**src/rtl/miss_arb_pkg.sv**
```systemverilog
// Shared types and constants for the miss arbiter.
package miss_arb_pkg;

  localparam int WORDS_PER_BLOCK = 8;
  localparam int BLOCK_OFF_W     = $clog2(WORDS_PER_BLOCK);

  typedef enum logic [1:0] {
    ST_IDLE,
    ST_WRITE,
    ST_FILL,
    ST_DONE
  } state_e;

  typedef enum logic [1:0] {
    OWN_NONE,
    OWN_I,
    OWN_D
  } owner_e;

endpackage

```
**src/rtl/miss_arbiter_blk_addr_seq.sv**
```systemverilog
// Block fill address sequencer: issue/return counters, start offset and
// block address formation. With MISS_ARB_CRITICAL_WORD_FIRST_EN defined the
// sequence starts at the missed word and wraps inside the block; otherwise
// it always starts at word 0.
module blk_addr_seq #(
  parameter int  ADDR_W          = 16,
  parameter int  WORDS_PER_BLOCK = miss_arb_pkg::WORDS_PER_BLOCK,
  localparam int OFF_W           = $clog2(WORDS_PER_BLOCK)
) (
  input  logic              clk,
  input  logic              rst,
  input  logic              load,
  input  logic [ADDR_W-1:0] miss_addr,
  input  logic              fill_active,
  input  logic              rx_valid,
  output logic              issue_active,
  output logic [ADDR_W-1:0] issue_addr,
  output logic [OFF_W-1:0]  rx_off,
  output logic              rx_last
);

  // Byte bits covering one block of 16-bit words.
  localparam logic [ADDR_W-1:0] BLK_MASK = ADDR_W'(2 * WORDS_PER_BLOCK - 1);

  logic [ADDR_W-1:0] base_q, base_d;
  logic [OFF_W-1:0]  start_q, start_d;
  logic [OFF_W:0]    issue_cnt_q, issue_cnt_d;
  logic [OFF_W-1:0]  rx_cnt_q, rx_cnt_d;
  logic [OFF_W-1:0]  issue_off;

  // Offsets add modulo the block size, so the wrap is free.
  assign issue_active = !issue_cnt_q[OFF_W];
  assign issue_off    = start_q + issue_cnt_q[OFF_W-1:0];
  assign issue_addr   = base_q | ADDR_W'({issue_off, 1'b0});
  assign rx_off       = start_q + rx_cnt_q;
  assign rx_last      = &rx_cnt_q;

  // Next-state for base, start offset and both counters.
  always_comb begin
    // NOTE: every variable gets a default first so no path leaves it unassigned (no latch).
    base_d      = base_q;
    start_d     = start_q;
    issue_cnt_d = issue_cnt_q;
    rx_cnt_d    = rx_cnt_q;
    if (load) begin
      base_d      = miss_addr & ~BLK_MASK;
`ifdef MISS_ARB_CRITICAL_WORD_FIRST_EN
      start_d     = miss_addr[OFF_W:1];
`else
      start_d     = '0;
`endif
      issue_cnt_d = '0;
      rx_cnt_d    = '0;
    end else if (fill_active) begin
      if (issue_active) issue_cnt_d = issue_cnt_q + (OFF_W+1)'(1);
      if (rx_valid)     rx_cnt_d    = rx_cnt_q + OFF_W'(1);
    end
  end

  // Sequencer registers with synchronous reset.
  always_ff @(posedge clk) begin
    // NOTE: sequential state uses non-blocking assignments so all flops update together.
    if (rst) begin
      base_q      <= '0;
      start_q     <= '0;
      issue_cnt_q <= '0;
      rx_cnt_q    <= '0;
    end else begin
      base_q      <= base_d;
      start_q     <= start_d;
      issue_cnt_q <= issue_cnt_d;
      rx_cnt_q    <= rx_cnt_d;
    end
  end

endmodule

```
**src/rtl/miss_arbiter.sv**
```systemverilog
// Main-memory arbiter for I-cache fills, D-cache fills and D-cache
// write-through stores. Priority: store > D miss > I miss.
// Optional feature macro: MISS_ARB_CRITICAL_WORD_FIRST_EN (critical word first).
module miss_arbiter
  import miss_arb_pkg::*;
#(
  parameter int  ADDR_W          = 16,
  parameter int  DATA_W          = 16,
  parameter int  WORDS_PER_BLOCK = miss_arb_pkg::WORDS_PER_BLOCK,
  localparam int OFF_W           = $clog2(WORDS_PER_BLOCK)
) (
  input  logic              clk,
  input  logic              rst,
  input  logic              i_miss_req,
  input  logic [ADDR_W-1:0] i_miss_addr,
  output logic              i_fill_we,
  output logic              i_fill_done,
  input  logic              d_miss_req,
  input  logic [ADDR_W-1:0] d_miss_addr,
  output logic              d_fill_we,
  output logic              d_fill_done,
  input  logic              d_wr_req,
  input  logic [ADDR_W-1:0] d_wr_addr,
  input  logic [DATA_W-1:0] d_wr_data,
  output logic              d_wr_ack,
  output logic [DATA_W-1:0] fill_data,
  output logic [OFF_W-1:0]  fill_word,
  output logic              mem_en,
  output logic              mem_wr,
  output logic [ADDR_W-1:0] mem_addr,
  output logic [DATA_W-1:0] mem_wdata,
  input  logic [DATA_W-1:0] mem_rdata,
  input  logic              mem_valid,
  output logic              busy
);

  state_e state_q, state_d;
  owner_e owner_q, owner_d;
  logic   wr_op_q, wr_op_d;

  logic              seq_load;
  logic [ADDR_W-1:0] seq_addr;
  logic              fill_active;
  logic              issue_active;
  logic [ADDR_W-1:0] issue_addr;
  logic [OFF_W-1:0]  rx_off;
  logic              rx_last;
  logic              rx_take;

  assign fill_active = (state_q == ST_FILL);
  assign rx_take     = fill_active && mem_valid;
  assign busy        = (state_q != ST_IDLE);

  blk_addr_seq #(
    .ADDR_W          (ADDR_W),
    .WORDS_PER_BLOCK (WORDS_PER_BLOCK)
  ) u_seq (
    .clk          (clk),
    .rst          (rst),
    .load         (seq_load),
    .miss_addr    (seq_addr),
    .fill_active  (fill_active),
    .rx_valid     (mem_valid),
    .issue_active (issue_active),
    .issue_addr   (issue_addr),
    .rx_off       (rx_off),
    .rx_last      (rx_last)
  );

  // Next-state, grant and output decode.
  always_comb begin
    state_d     = state_q;
    owner_d     = owner_q;
    wr_op_d     = wr_op_q;
    seq_load    = 1'b0;
    seq_addr    = d_miss_req ? d_miss_addr : i_miss_addr;
    i_fill_we   = 1'b0;
    i_fill_done = 1'b0;
    d_fill_we   = 1'b0;
    d_fill_done = 1'b0;
    d_wr_ack    = 1'b0;
    fill_data   = '0;
    fill_word   = '0;
    mem_en      = 1'b0;
    mem_wr      = 1'b0;
    mem_addr    = '0;
    mem_wdata   = '0;

    unique case (state_q)
      ST_IDLE: begin
        if (d_wr_req) begin
          state_d = ST_WRITE;
          owner_d = OWN_D;
          wr_op_d = 1'b1;
        end else if (d_miss_req || i_miss_req) begin
          state_d  = ST_FILL;
          owner_d  = d_miss_req ? OWN_D : OWN_I;
          wr_op_d  = 1'b0;
          seq_load = 1'b1;
        end
      end
      ST_WRITE: begin
        mem_en    = 1'b1;
        mem_wr    = 1'b1;
        mem_addr  = d_wr_addr;
        mem_wdata = d_wr_data;
        state_d   = ST_DONE;
      end
      ST_FILL: begin
        if (issue_active) begin
          mem_en   = 1'b1;
          mem_addr = issue_addr;
        end
        if (rx_take) begin
          i_fill_we = (owner_q == OWN_I);
          d_fill_we = (owner_q == OWN_D);
          fill_data = mem_rdata;
          fill_word = rx_off;
          if (rx_last) state_d = ST_DONE;
        end
      end
      ST_DONE: begin
        d_wr_ack    = wr_op_q;
        d_fill_done = !wr_op_q && (owner_q == OWN_D);
        i_fill_done = !wr_op_q && (owner_q == OWN_I);
        owner_d     = OWN_NONE;
        wr_op_d     = 1'b0;
        state_d     = ST_IDLE;
      end
      default: state_d = ST_IDLE;
    endcase
  end

  // State, owner and operation registers with synchronous reset.
  always_ff @(posedge clk) begin
    if (rst) begin
      state_q <= ST_IDLE;
      owner_q <= OWN_NONE;
      wr_op_q <= 1'b0;
    end else begin
      state_q <= state_d;
      owner_q <= owner_d;
      wr_op_q <= wr_op_d;
    end
  end

endmodule
```
**config.mk**
```make
export PLATFORM = sky130hd
export DESIGN_NAME = miss_arbiter
export DESIGN_NICKNAME = d
export VERILOG_FILES = /design/src/rtl/miss_arb_pkg.sv /design/src/rtl/miss_arbiter_blk_addr_seq.sv /design/src/rtl/miss_arbiter.sv
export SDC_FILE = /design/constraint.sdc
export NUM_CORES = 1
export LEC_CHECK = 0
export BUFFER_PORTS_ARGS = -buffer_cell sky130_fd_sc_hd__buf_4
export CORE_AREA = 2 2 85 95
export DETAILED_ROUTE_END_ITERATION = 8
export DIE_AREA = 0 0 87 97
export RECOVER_POWER = 100
export SLEW_MARGIN = 30
export SYNTH_ARGS = -nofsm -noshare
export SYNTH_HDL_FRONTEND = slang
export SYNTH_HIERARCHICAL = 1
export SYNTH_SLANG_ARGS = --single-unit
```
**constraint.sdc**
```tcl
create_clock -name clk -period 2.2 [get_ports clk]
set_input_delay 0.11 -clock clk [delete_from_list [all_inputs] [get_ports clk]]
set_output_delay 0.11 -clock clk [all_outputs]
set_load 0.02 [all_outputs]
```
* Word level (Yosys, flattened, before mapping)
Index checks and enable logic that the tools add are counted.
Widths: inputs -> output; s select.
** Storage, ports and cells
- Input port bits :: 86
- Output and inout bits :: 59
- Logic and storage cells :: 67
- Bits in registers :: 24
** Cells by class
- Add/sub/neg operators :: 2
- Muxes and demuxes :: 34
- Bitwise operators :: 2
- Reduce and logical (&&, ||, !) cells :: 14
- Eq/ne operators :: 8
** Operator list (count)
- $mux 16 :: 5
- $pmux 16 s2 :: 1
- $or 16x4->16 :: 1
- $mux 1 :: 14
- $mux 2 :: 7
- $pmux 2 s4 :: 1
- $eq 2x2->1 const B :: 3
- $mux 3 :: 2
- $reduce_and 2->1 :: 3
- $reduce_and 3->1 :: 2
- $add 4x1->4 const B :: 1
- $eq 2x1->1 const B :: 2
- $mux 4 :: 1
- $ne 2x1->1 const B :: 2
- $pmux 1 s2 :: 2
- $pmux 2 s2 :: 1
- $reduce_bool 2->1 :: 2
- $add 3x1->3 const B :: 1
- $logic_and 1x1->1 :: 3
- $ne 3x3->1 const B :: 1
- $logic_not 2->1 :: 1
- $reduce_or 2->1 :: 1
- $logic_not 1->1 :: 1
- $logic_or 1x1->1 :: 1
- $not 1->1 :: 1

* Logic depth before layout (Yosys ltp)
- Depth in word-level cells :: 5
- Depth in mapped cells :: 7
- Depth with buffers taken out :: 6

* Modules after synthesis
Netlist, hierarchy kept.
** By module, submodules not included
- miss_arbiter :: cells an instance 145, area an instance 1051.0 µm², seq. area each 100.1 µm², times used 1
- blk_addr_seq :: cells an instance 75, area an instance 783.3 µm², seq. area each 380.4 µm², times used 1

* Least setup slack after synthesis
No wires, ideal clock.
- Path type :: reg-to-reg
- Start :: reg state_q[0]
- End :: reg u_seq.base_q[11]
- Period minus slack after synthesis :: 1.798 ns
- Path slack :: 0.402 ns
- Path buffers :: 1
- Data required time :: 2.072 ns
- Data arrival time :: 1.671 ns
- Setup time :: 0.128 ns
- Cell stages (with the launch flop) :: 8
- Cells stage by stage :: dfxtp_1 inv_1 ha_1 inv_1 nor3_1 buf_6 mux2i_1 nor2_1
** Between the ends
- Cells in the longest elaborated chain, start to end :: 2
** Ends and longest elaborated chain
- start: declaration :: RTL line miss_arbiter.sv:37 : state_e state_q, state_d;
- start signal: assignment :: RTL line miss_arbiter.sv:141 : state_q <= state_d;
- $logic_not 2->1 :: RTL line miss_arbiter.sv:89 : unique case (state_q)
- $mux 1 :: RTL line miss_arbiter.sv:89
- net seq_load :: RTL line miss_arbiter.sv:41 : logic seq_load;
- end signal: assignment :: RTL line miss_arbiter_blk_addr_seq.sv:69 : base_q <= base_d;
- end: declaration :: RTL line miss_arbiter_blk_addr_seq.sv:25 : logic [ADDR_W-1:0] base_q, base_d;
The timed path passes the listed nets, and every way through them passes these cells.
A chain may end at the register's enable or synchronous reset.

* Worst setup path in the final report
- Start :: reg state_q[0]
- End :: reg state_q[0]
** Between the ends
- Cells in the longest elaborated chain, start to end :: 4
- Elaborated cells between the ends (all ways) :: 10
** Ends and longest elaborated chain
- $eq 2x2->1 :: RTL line miss_arbiter.sv:50, miss_arbiter.sv:89
- $logic_and 1x1->1 :: RTL line miss_arbiter.sv:51 : assign rx_take = fill_active && mem_valid;
- $ne 2x1->1 (no source line)
- $reduce_and 3->1 (no source line)
Parallel ways exist; a longest one is shown, timed or not.

==> metrics.txt <==
status=completed; Critical Path RT=2.36 ns; Setup WS post-layout=0.177 ns; max_slew headroom=0.522; die footprint=approximately 8400 um^2; DRC viols=0; Crit. End Element=flip-flop; die width=87 um; GRT Total Usage=0.132; I/O pin cnt=roughly 150; H-tree depth=1; post-route minimum period=2.02 ns; final setup fails=0; DRT antenna net count=0; first-pass GRT wire length=around 9000 um; Slew Limit Fails=0; CTS tree=built; drt total wl=5720 um; Mean Syn Cell Area=roughly 8.3 um^2; Fmax=between 0.4 and 0.5 GHz; WP data arrival=2.18 ns; unrepaired setup endpoints after global routing=false; PortBufs=between 100 and 150; skew final=0.00590 ns; Initial Utilization=0.242; Post-Route Utilization=0.370; Post-Syn Area=1790 um^2; Die Ht=about 97 um; crit share post-route=0.919; post-DP HPWL=between 4000 and 5000 um; diode count=0; Hold Vio Cnt, Final=0; area of the multi-input gates=1180 um^2; placer's final routability congestion estimate=around 0.74; final-layout fill cell count=just under 800; fraction of layout cells with a size suffix above 1=0.368; Yosys warning total=6; vias per cell=between 4 and 5; crit start category=flip-flop; Root Driver=clkbuf_8; Pwr per Cell Area=about 870 nW/um^2; pre-CTS setup slack=approximately 0.35 ns; FP Rows=33; worst-case clock buffer depth=2; vias in the first global route=~1900; via count=roughly 1900; clk_lat worst skew=between 0.2 and 0.3 ns; number of clock sinks=24; Worst Path Max Fanout=7; grt ovf=0; fin nets=435; worst slew pin tran=~0.71 ns; number of buffers created by CTS=3; register area=~480 um^2; Peak VDD IR=0.000334 V; P_leak=1.23 nW; initial antenna violation count=0; Reg clk slew, reported paths=around 0.090 ns; largest net degree at the start of global routing=35; Tightest Hold Check Type=input port to flip-flop; First-pass DRT Iterations=4; setup TNS=0 ns; area of the core=between 7000 and 8000 um^2; 1st-iter DRT viols=between 50 and 60; syn_nets=between 300 and 400; Setup Crit Path Kind=flip-flop to flip-flop; Max-Cap Viols=0; Synth Instances=216; synth-to-layout area growth=53.0%; FF-to-FF setup slack=roughly 0.18 ns; WL/cell=roughly 13 um
==> critical path, stage by stage (launching register included) <==
cell,delay (ns)
dfxtp_1,0.34
inv_1,0.13
ha_1,0.27
nor4b_1,0.62
a221o_1,0.24
mux2_1,0.32
==> layer usage <==
metal  vias to the layer above  routed length [um]  global-route usage
met2                        69                2870               0.225
met4                         0                  28              0.0288
met1                       864                2440               0.170
met5                         -                   0                   0
met3                         2                 376              0.0273
li1                        985                   -                   -
==> metrics by stage <==
step                area (um^2)  instances  hold WS [ns]  total power, mW
finish                     2740        427         0.131             2.37
global route               2740        427         0.121             2.56
CTS                        2900        427         0.123             2.50
detailed placement         2840        423         0.411             2.19
global placement           2840        423         0.412             2.18
floorplan                  1790        216         0.179             1.63
==> repair_timing <==
action | 4_1_cts | 5_1_grt
endpoints found under the setup margin | 0 | 16
hold endpoints to repair | 0 | 0
resized for setup | 0 | 2
buffers inserted | 0 | 0
hold buffers | 0 | 0
==> state kept, by name, indices dropped and copies added (netlist names) <==
register	flops
wr_op_q	1
u_seq/base_q	12
u_seq/issue_cnt_q	4
u_seq/rx_cnt_q	3
state_q	2
owner_q	2
==> power by group <==
part	internal [mW]	total [mW]	switching [mW]
clock	0.160	0.301	0.142
combinational	0.619	1.50	0.879
sequential	0.514	0.570	0.0560
total	1.29	2.37	1.08
==> placed cells by master (no fill, tap or decap), types with 7 or more instances in the layout <==
cell type and n:
a22oi_1 17, and2_0 11, and3_1 19, buf_4 97, clkbuf_1 40, dfxtp_1 24
ha_1 7, mux2_2 12, mux2i_1 13, nor2_1 20, nor2b_1 17
==> layout make-up <==
class	count	area share
Inverter	6	0.00823
Multi-Input combinational cell	167	0.432
Sequential cell	24	0.176
Tap cell	87	0.0398
Clock buffer	4	0.0201
Timing Repair Buffer	139	0.324
==> final timing paths <==
kind	end	from	cells after the start
max	state_q[0]$_SDFFE_PP0P_	state_q[0]$_SDFFE_PP0P_	5
min	wr_op_q$_SDFFE_PP0P_	d_wr_req	3
max reg2reg	state_q[0]$_SDFFE_PP0P_	state_q[0]$_SDFFE_PP0P_	5
min reg2reg	owner_q[0]$_SDFFE_PP0P_	owner_q[0]$_SDFFE_PP0P_	2
(Power assumes the default switching activity.)
